`config.mk`:
```
export PLATFORM = sky130hd
export DESIGN_NAME = irq_enc83
export DESIGN_NICKNAME = d
export VERILOG_FILES = /design/src/rtl/irq_enc83.sv
export SDC_FILE = /design/constraint.sdc
export NUM_CORES = 1
export LEC_CHECK = 0
export CORE_MARGIN = 10
export CORE_UTILIZATION = 45
export CTS_CLUSTER_SIZE = 16
export DETAILED_ROUTE_END_ITERATION = 8
export PLACE_DENSITY_LB_ADDON = 0.08
export SYNTH_ARGS = -nofsm -noshare
export SYNTH_HDL_FRONTEND = slang
export SYNTH_SLANG_ARGS = --single-unit
```
`constraint.sdc`:
```
create_clock -name sys_clk -period 1.4 [get_ports sys_clk]
set_input_delay 0.28 -clock sys_clk [delete_from_list [all_inputs] [get_ports sys_clk]]
set_output_delay 0.28 -clock sys_clk [all_outputs]
set_load 0.02 [all_outputs]
```
`src/rtl/irq_enc83.sv`:
```
// irq_enc83: 8-source interrupt priority encoder with pending latches,
//   enable mask and a registered valid/ack handshake toward the GPU sequencer.
// Latency: req edge at E0 -> pending after E0 -> irq_valid after E1.
// Backpressure: the presented index is held until ack or until its mask drops.
// Ports:
//   sys_clk, reset (sync, active-high)
//   req[7:0]  raw requests       mask[7:0] per-source enable (1 = enabled)
//   clr[7:0]  software clear     ack       consumer takes irq_idx
//   irq_valid / irq_idx[2:0]     presented source
//   pending[7:0]                 pending latches, before masking
module irq_enc83 #(
  parameter int EDGE     = 1,  // 1 = rising-edge capture, 0 = level mirror
  parameter int PRIO_LOW = 1   // 1 = lowest index wins, 0 = highest wins
) (
  input  logic       sys_clk,
  input  logic       reset,
  input  logic [7:0] req,
  input  logic [7:0] mask,
  input  logic [7:0] clr,
  input  logic       ack,
  output logic       irq_valid,
  output logic [2:0] irq_idx,
  output logic [7:0] pending
);

  typedef enum logic [1:0] {
    IDLE    = 2'd0,
    PRESENT = 2'd1,
    GAP     = 2'd2
  } state_t;

  state_t     state_q, state_d;
  logic [7:0] req_prev_q, req_prev_d;
  logic [7:0] pending_q, pending_d;
  logic [7:0] mask_q, mask_d;
  logic       valid_q, valid_d;
  logic [2:0] idx_q, idx_d;

  logic [7:0] ev;
  logic [7:0] cand;
  logic [7:0] ack_clr;
  logic [2:0] win;

  // Selection works only on registered pending and mask so the winner is
  // a clean function of flop outputs.
  always_comb begin
    cand = pending_q & mask_q;
    win  = 3'd0;
    if (PRIO_LOW != 0) begin
      for (int i = 7; i >= 0; i--) begin
        if (cand[i]) win = i[2:0];
      end
    end else begin
      for (int i = 0; i < 8; i++) begin
        if (cand[i]) win = i[2:0];
      end
    end
  end

  // Handshake FSM. GAP only exists to force one low cycle of irq_valid
  // after an ack; from there it picks the next winner exactly like IDLE.
  always_comb begin
    state_d = state_q;
    valid_d = valid_q;
    idx_d   = idx_q;
    ack_clr = 8'h00;
    case (state_q)
      IDLE, GAP: begin
        state_d = IDLE;
        valid_d = 1'b0;
        if (cand != 8'h00) begin
          idx_d   = win;
          valid_d = 1'b1;
          state_d = PRESENT;
        end
      end
      PRESENT: begin
        // ack wins over a simultaneous mask withdrawal
        if (ack) begin
          ack_clr[idx_q] = 1'b1;
          valid_d        = 1'b0;
          state_d        = GAP;
        end else if (!mask_q[idx_q]) begin
          valid_d = 1'b0;
          state_d = IDLE;
        end
      end
      default: begin
        state_d = IDLE;
        valid_d = 1'b0;
      end
    endcase
  end

  // Pending update: a fresh event always wins over ack/clr clears so an
  // edge arriving in the same cycle as its own clear is never dropped.
  always_comb begin
    ev         = req & ~req_prev_q;
    req_prev_d = req;
    mask_d     = mask;
    if (EDGE != 0) begin
      pending_d = (pending_q & ~ack_clr & ~clr) | ev;
    end else begin
      pending_d = req;
    end
  end

  always_ff @(posedge sys_clk) begin
    if (reset) begin
      state_q    <= IDLE;
      // all-ones so sources already high when reset releases do not fire
      req_prev_q <= 8'hFF;
      pending_q  <= 8'h00;
      mask_q     <= 8'h00;
      valid_q    <= 1'b0;
      idx_q      <= 3'd0;
    end else begin
      state_q    <= state_d;
      req_prev_q <= req_prev_d;
      pending_q  <= pending_d;
      mask_q     <= mask_d;
      valid_q    <= valid_d;
      idx_q      <= idx_d;
    end
  end

  assign irq_valid = valid_q;
  assign irq_idx   = idx_q;
  assign pending   = pending_q;

endmodule

```
==> results.cfg <==
[floorplan]
row_count = 18
die_x_microns = 72.44
start_util_pct = 48.62
die_h_microns = 72.44
ios = 39
die_area_sq_um = 5248
core-area_sq_um = 2545

[job]
drv_cap = 0

[setup_path]
max_stage_delay_ns = 0.39
crit_buf_inv = 1
crit_required_ns = 1.12
crit_chain = clkdlybuf4s15_1
path_class = reg2out
critPathTopFamily = flip-flops
cpMaxStageDelayCell = dfxtp_1
cp_max_fo = 4
endpoint_kind = output port
start_kind = register
cp.arrival_ns = 1.06

[clock_tree]
htree_levels = 2
ctsLongestPathBuffers = 2
cts_tree = built
cts_root_buffer = clkbuf_4
clock-sinks = 30
clk_pin_slew_ns = 0.09
ctsHoldBuffers = 0
cts_made_buffers = 5
clk-insertion-delay-late_ns = 0.33

[logic_synthesis]
ys_ff_latch = 30
synth_top_cell_area_share_pct = 48.53
yosysTopAreaCell = dfxtp_1
yosys_most_used_dff = dfxtp_1
syn_nets = 159
yosysUniqueCellTypes = 33
synthesis.area_sq_um = 1237
synthArstFlopShare_pct = 0
yosysMostFrequentCell = dfxtp_1
syn_inst = 132
synth_common_cells = 30 x dfxtp_1, 13 x a21oi_1, 10 x inv_1, 10 x nand2b_1, 9 x nor2b_1
yosysSeqAreaShare_pct = 48.53
yosysWarningCount = 0
syn_area_per_cell_sq_um = 9.375
synth_edf_count = 0
yosys-top-cells-area = dfxtp_1 49%, a21oi_1 5.3%, nand2b_1 5.1%

[sta]
period_share_pct = 95.50
hold_violations = 0
max_slew.worst_pin.slew_ns = 0.3176
finalClockSkew_ns = 0.007891
finalSetupViolations = 0
rsz0062_at_grt = false
fmax_ghz = 0.7479
slew_viol_final = 0
fin_ws_ns = 0.06300
slew_headroom_pct = 78.53
holdWs_ns = 0.4704
layout_min_cycle_time_ns = 1.337

[global_routing]
grt_start_max_net_pins = 20
grt.overflow.total = 0
grt_use_total_pct = 11.98
grt_pass1_vias = 1124
grt_pass1_wl_microns = 5009
grt_antenna_before_repair = 0

[power_and_ir_drop]
power.density_nw_per_um2 = 954.3
p_leak_nw = 0.6685
peakVddDrop_v = 0.0007457

[placement]
dpl.hpwl_microns = 2461
place_ws_ns = -0.1914
place_congestion = 0.8258
port_buffers = 38

[drt]
drcViolationCount = 0
drt-initial-drc-count = 71
first_pass_iters = 4
postRouteWirelength_microns = 3067
postRouteAntennaNets = 0
vias_per_cell = 5.335
dr_total_vias = 1115
routedWlPerCell_microns = 14.67

[layout]
syn_to_final_growth_pct = 38.02
drive_gt1_share_pct = 16.20
nets = 206
num_antenna_cells = 0

[min_path]
hold_path.class = reg2reg

[status]
status = completed
[sequential cells by signal, summed over array words and instances (netlist names)]
name        count
irq_idx         3
mask_q          8
irq_valid       1
state_q         2
pending         8
req_prev_q      8
[cells in the final DEF, fill, tap and decap left out, drive strengths merged, types with 2 or more instances in the layout]
cell	n
nor3	2
clkdlybuf4s15	5
buf	8
mux2i	4
nand3	4
nand2	5
o311ai	4
clkbuf	8
a311o	3
dfxtp	30
a22oi	4
or2	8
dlygate4sd2	4
nor2	4
nor2b	9
clkinv	2
o21ai	2
clkdlybuf4s50	26
inv	10
a21oi	13
nand2b	10
[stage by stage]
step,power (mW),util (%),area (sq um),std cells,setup TNS [ns]
floorplan,1.052,-,1237,132,0
global placement,1.184,65.98,1679,202,-0.9722
detailed placement,1.189,65.98,1679,202,-1.344
CTS,1.641,67.31,1713,209,0
global route,1.702,67.11,1708,209,0
finish,1.630,67.11,1708,209,0
[cells by family after synthesis]
family	synth area share, %
buffers and inverters	5.966
AND/OR/NAND/NOR	24.57
multiplexers	3.236
flip-flops	48.53
AO/OA/AOI/OAI	17.70
[power by group]
group | switching [mW] | total, mW | internal (mW)
Combinational | 0.0998 | 0.239 | 0.139
Clock | 0.292 | 0.472 | 0.180
Sequential | 0.0249 | 0.919 | 0.894
[per-layer routing]
layer  wire length (microns)  GRT usage (%)
met1                    1300          12.91
met2                    1467          19.24
met3                     234          5.442
met4                      64          6.329
met5                       0              0
[timing repair]
action                     4_1_cts  5_1_grt
buffers inserted                 0        0
setup endpoints to repair       12        9
gates resized for setup         13       11
[final timing paths]
path                               start                     end  slack, ns  cells past startpoint
setup / recovery   pending[4]$_SDFF_PP0_              pending[4]       0.06                      1
setup reg to reg   pending[6]$_SDFF_PP0_  irq_valid$_SDFFE_PP0P_       0.13                      4
hold reg to reg   irq_valid$_SDFFE_PP0P_  irq_valid$_SDFFE_PP0P_       0.47                      2
hold / removal    irq_valid$_SDFFE_PP0P_  irq_valid$_SDFFE_PP0P_       0.47                      2
[area by class of cell]
cell class / count / area [sq um]
clock inverter: 2 / 10.01
fill: 217 / 837.1
tap: 30 / 37.54
sequential: 30 / 601.8
inverter: 10 / 37.54
timing repair buffer: 46 / 420.4
multi-input combinational: 86 / 563.0
clock buffer: 5 / 37.54
Power figures use the tool's default switching activity.
